File: src/rtl/tsp_program_loader.sv
//-----------------------------------------------------------------------------
// tsp_program_loader
//
// Writer side of the TSP instruction-memory interface. A host bridge streams
// 32-bit instruction words in. The loader writes them one after another into
// TSP instruction memory, starting at address 0. While a load is in progress
// the TSP core is held in reset. It is released once the final word has been
// committed to memory.
//
// Handshake (host -> loader): a word moves when s_valid && s_ready are both
// high at a rising clock edge. s_ready depends only on the state register.
// There is no path from s_valid to s_ready. Until a word is accepted, the host
// keeps s_valid and s_data steady.
//
// Ports:
//   clk, rst        clock; asynchronous active-high reset
//   load_start      single-cycle request to begin a load (IDLE or RUN only)
//   load_len        word count for the load, sampled with load_start
//   load_abort      single-cycle abort, honoured only while loading
//   s_valid/s_data  host instruction word stream
//   s_ready         loader accepts a word this cycle (state == LOAD)
//   mem_we/addr/wdata  registered instruction-memory write port
//   tsp_rst         TSP core reset (high except while running)
//   tsp_run         TSP core released and running
//   busy            loading or committing the final word
//   done            one-cycle pulse in the first running cycle
//   error           sticky: bad length or abort; cleared by an accepted start
//   word_count      words accepted in the current / most recent load
//   dbg_state       current FSM state (IDLE=0, LOAD=1, DONE=2, RUN=3)
//-----------------------------------------------------------------------------
module tsp_program_loader #(
  parameter int ADDR_WIDTH = 10,
  parameter int DATA_WIDTH = 32
) (
  input  logic                  clk,
  input  logic                  rst,
  input  logic                  load_start,
  input  logic [ADDR_WIDTH:0]   load_len,
  input  logic                  load_abort,
  input  logic                  s_valid,
  input  logic [DATA_WIDTH-1:0] s_data,
  output logic                  s_ready,
  output logic                  mem_we,
  output logic [ADDR_WIDTH-1:0] mem_addr,
  output logic [DATA_WIDTH-1:0] mem_wdata,
  output logic                  tsp_rst,
  output logic                  tsp_run,
  output logic                  busy,
  output logic                  done,
  output logic                  error,
  output logic [ADDR_WIDTH:0]   word_count,
  output logic [1:0]            dbg_state
);

  typedef enum logic [1:0] {
    ST_IDLE = 2'd0,
    ST_LOAD = 2'd1,
    ST_DONE = 2'd2,
    ST_RUN  = 2'd3
  } state_t;

  // Memory capacity. It needs one more bit than an address, which is why
  // load_len and word_count are ADDR_WIDTH+1 bits wide.
  localparam logic [ADDR_WIDTH:0] MAX_WORDS = {1'b1, {ADDR_WIDTH{1'b0}}};
  localparam logic [ADDR_WIDTH:0] ONE       = {{ADDR_WIDTH{1'b0}}, 1'b1};

  state_t              state;
  logic [ADDR_WIDTH:0] len_q;
  logic [ADDR_WIDTH:0] count_next;
  logic                len_ok;

  // A length of 1..MAX_WORDS is accepted. Because longer loads are refused
  // here, the write address never has to wrap.
  assign len_ok     = (load_len != '0) && (load_len <= MAX_WORDS);
  assign count_next = word_count + ONE;

  // Decoded from the state register only.
  assign s_ready   = (state == ST_LOAD);
  assign busy      = (state == ST_LOAD) || (state == ST_DONE);
  assign dbg_state = state;

  always_ff @(posedge clk or posedge rst) begin
    if (rst) begin
      state      <= ST_IDLE;
      len_q      <= '0;
      word_count <= '0;
      mem_we     <= 1'b0;
      mem_addr   <= '0;
      mem_wdata  <= '0;
      tsp_rst    <= 1'b1;
      tsp_run    <= 1'b0;
      done       <= 1'b0;
      error      <= 1'b0;
    end else begin
      // Write strobe and completion pulse are single-cycle by default.
      mem_we <= 1'b0;
      done   <= 1'b0;

      case (state)
        ST_IDLE: begin
          tsp_rst <= 1'b1;
          tsp_run <= 1'b0;
          if (load_start) begin
            if (len_ok) begin
              len_q      <= load_len;
              word_count <= '0;
              error      <= 1'b0;
              state      <= ST_LOAD;
            end else begin
              error <= 1'b1;
            end
          end
        end

        ST_LOAD: begin
          // If an abort and a handshake land in the same cycle, the abort
          // wins. s_ready was already high, but the word is dropped: it is
          // neither written nor counted.
          if (load_abort) begin
            error <= 1'b1;
            state <= ST_IDLE;
          end else if (s_valid) begin
            mem_we     <= 1'b1;
            mem_addr   <= word_count[ADDR_WIDTH-1:0];
            mem_wdata  <= s_data;
            word_count <= count_next;
            if (count_next == len_q) begin
              state <= ST_DONE;
            end
          end
        end

        ST_DONE: begin
          // The final write is on the memory port during this cycle. The
          // core is released at the end of it, so it never fetches a word
          // that has not been written yet.
          tsp_rst <= 1'b0;
          tsp_run <= 1'b1;
          done    <= 1'b1;
          state   <= ST_RUN;
        end

        ST_RUN: begin
          if (load_start) begin
            if (len_ok) begin
              len_q      <= load_len;
              word_count <= '0;
              error      <= 1'b0;
              tsp_rst    <= 1'b1;
              tsp_run    <= 1'b0;
              state      <= ST_LOAD;
            end else begin
              error <= 1'b1;
            end
          end
        end

        default: begin
          state <= ST_IDLE;
        end
      endcase
    end
  end

  // Invariants of the loader.
  // A write always falls inside the length that was latched.
  a_addr_in_len: assert property (@(posedge clk) disable iff (rst)
    mem_we |-> ({1'b0, mem_addr} < len_q));

  // The count never runs past the latched length.
  a_count_bound: assert property (@(posedge clk) disable iff (rst)
    word_count <= len_q);

  // The completion pulse coincides with the core's release.
  a_done_release: assert property (@(posedge clk) disable iff (rst)
    done |-> (tsp_run && !tsp_rst));

  // The core is never in reset and running at the same time.
  a_rst_run_excl: assert property (@(posedge clk) disable iff (rst)
    !(tsp_rst && tsp_run));

endmodule

File: config.mk
export PLATFORM = sky130hd
export DESIGN_NAME = tsp_program_loader
export DESIGN_NICKNAME = d
export VERILOG_FILES = /design/src/rtl/tsp_program_loader.sv
export SDC_FILE = /design/constraint.sdc
export NUM_CORES = 1
export LEC_CHECK = 0
export ABC_AREA = 1
export BUFFER_PORTS_ARGS = -buffer_cell sky130_fd_sc_hd__buf_2
export CAP_MARGIN = 15
export CORE_MARGIN = 2
export CORE_UTILIZATION = 43
export CTS_CLUSTER_DIAMETER = 30
export CTS_CLUSTER_SIZE = 28
export DETAILED_ROUTE_END_ITERATION = 12
export PLACE_DENSITY_LB_ADDON = 0.05
export SLEW_MARGIN = 20
export SYNTH_ARGS = -nofsm -noshare
export SYNTH_HDL_FRONTEND = slang
export SYNTH_SLANG_ARGS = --single-unit
export TNS_END_PERCENT = 50
File: constraint.sdc
create_clock -name clk -period 2.75 [get_ports clk]
set_input_delay 0.275 -clock clk [delete_from_list [all_inputs] [get_ports clk]]
set_output_delay 0.275 -clock clk [all_outputs]
set_load 0.005 [all_outputs]
==> reports/metrics.cfg <==
[cells_and_area]
fin_area_um2 = 4200
num_antenna_cells = 0
drive_above_1_share_pct = 28.0
utilization_pct = 57.5
nets = 558
fill_cells = 710
area_growth_pct = 28.6

[global_routing]
antenna_found_initial = 0
grt_max_degree = 38
grt-ovfl-total = 0
grt_pass1_wl_um = 12500
grt_pass1_vias = 2653
gr-usage-all-layers_pct = 18.8

[routing]
drc = 0
drt_iter0_drc = 145
num_vias = 2890
vias_per_cell = 4.75
wl_per_cell_um = 12.3
wl_um = 7500
antenna_left = 0
firstDrtPassIters = 4

[power]
p_leak_nw = 2.35
total_power_mw = 4.43
cellPowerDensity_nw_per_um2 = 1060
ir_drop_v = 0.000544

[clock_network]
clock_latency_ns = 0.34
post-cts-setup-buffers = 0
postCtsHoldBufs = 0
ctsLongestPathBuffers = 2
path_clk_slew_ns = 0.08
htreeDepth = 3
cts_tree = yes
cts-root-buf = clkbuf_8
cts_buffers = 9
cts_resized = 0
cts.sinks = 71

[place]
postPlaceCellArea_um2 = 3930
portBuffers = 109
gp_congestion = 0.805
hpwl_um = 5480

[yosys]
ys_seq_area_share_pct = 54.5
synth_edf_count = 0
async_flop_share_pct = 100
yosys_warnings = 0
synth_ff_type = dfrtp_1
syn_inst = 393
syn_area_per_cell_um2 = 8.30
synth_nets = 446
syn_area_um2 = 3260
ys_seq_elements = 71
ys_types = 30

[floorplanning]
dieArea_um2 = 8300
coreArea_um2 = 7290
io_pins = 110
std_cell_rows = 31
initial_utilization_pct = 44.7
die_h_um = 91.1
fp.dieW_um = 91.1

[timing]
max-slew-margin-rel_pct = 47.2
fin_crit_sh_pct = 76.4
fin_skew_ns = 0.00919
final-setup-viol-count = 0
fmax_mhz = 476
fin_setup_tns_ns = 0
finalCriticalPeriod_ns = 2.10
tightest_slew_ns = 0.791
slew_violations = 0
grt_setup_unrepaired = false
finalHoldViolations = 0

[run]
cap_violations = 0

[worst_setup_path]
cp.required_ns = 3.02
r2r_cells = 10
crit_path_end_kind = register
start_kind = register
path_max_fanout = 30
worstSetupPathType = register to register
cp.arrival_ns = 2.37

[outcome]
status = completed

[hold_path]
min_path_type = primary input to asynchronous set/reset pin

report_power, final:
| group | switching (mW) | total [mW] | internal, mW |
|---|---|---|---|
| Clock | 0.390 | 1.11 | 0.722 |
| Sequential | 0.293 | 1.77 | 1.48 |
| Combinational | 0.869 | 1.54 | 0.674 |
path summary, 6_finish.rpt:
check | start | to | slack (ns)
worst max register to register | dbg_state[1] | mem_addr[1] | 0.65
worst min register to register | mem_wdata[0] | mem_wdata[0] | 0.47
max in group asynchronous | rst | mem_addr[8] | 2.00
worst max-delay path | dbg_state[1] | mem_addr[1] | 0.65
worst min-delay path | rst | mem_wdata[20] | 0.08
min in group clk | s_data[11] | mem_wdata[11] | 0.13
kinds of logic after synthesis:
kind of cell | count (synthesis) | share of synthesized area (%)
xor+xnor | 3 | 0.805
fa+ha+maj | 5 | 1.92
mux | 3 | 1.04
compound gates | 41 | 7.90
simple gates | 220 | 27.9
buf+inv | 50 | 5.98
flops | 71 | 54.5
cells in the mapped netlist (all sizes together) (3+ instances only):
cell type | n | share of area [%]
nand2 | 168 | 20
dfrtp | 70 | 54
inv | 36 | 4.1
nor2 | 23 | 3.3
o21ai | 21 | 3.3
nand3 | 20 | 3.1
clkbuf | 9 | 1.0
a21oi | 7 | 1.1
a32o | 5 | 1.5
ha | 5 | 1.9
nand4 | 5 | 0.96
a22o | 4 | 1.1
buf | 4 | 0.69
mux2 | 3 | 1.0
nand3b | 3 | 0.69
xor2 | 3 | 0.81
critical path, stage by stage, from the launching register on:
cell and delay [ns]:
dfrtp_1 0.42, inv_1 0.08, ha_1 0.23, inv_1 0.11, nor2_1 0.06, inv_1 0.11, nor2_2 0.05, inv_1 0.41
buf_4 0.40, nand2_1 0.10, nand2_1 0.07
metrics by stage:
stage | hold slack [ns] | setup slack, ns | cells
4_1_cts | 0.103 | 0.641 | 609
2_1_floorplan | 0.392 | 0.680 | 393
6_report | 0.0829 | 0.650 | 609
3_3_place_gp | 0.449 | 0.711 | 593
3_5_place_dp | 0.453 | 0.669 | 593
5_1_grt | 0.112 | 0.425 | 609
sequential cells by signal (all words and copies together) (netlist names):
register    flops
done            1
mem_wdata      32
dbg_state       2
error           1
tsp_rst         1
tsp_run         1
word_count     11
mem_we          1
len_q          11
mem_addr       10
cells in the final DEF (no fill, tap or decap), types with 7 or more instances in the layout:
master,instances
nand3_1,20
buf_2,109
o21ai_0,18
nand2_1,165
clkbuf_8,10
nor2_1,19
a21oi_1,7
dfrtp_1,70
inv_1,35
layer usage:
metal | wire, um | part of all wire, % | track usage, % | vias up
li1 | - | - | - | 1471
met1 | 3490 | 47 | 25.3 | 1319
met2 | 3400 | 45 | 28.6 | 93
met3 | 516 | 6.9 | 6.14 | 7
met4 | 95 | 1.3 | 6.44 | 0
met5 | 0 | 0 | 0 | -
final cells by class:
type / count / area (um2) / share of cell area, %
Multi-Input combinational cell: 272 / 1290 / 30.7
Clock inverter: 5 / 129 / 3.07
Inverter: 37 / 139 / 3.31
Clock buffer: 11 / 141 / 3.37
Tap cell: 99 / 124 / 2.95
Timing Repair Buffer: 114 / 596 / 14.2
Sequential cell: 71 / 1780 / 42.4
No activity file was read; power rests on OpenSTA's default activity.
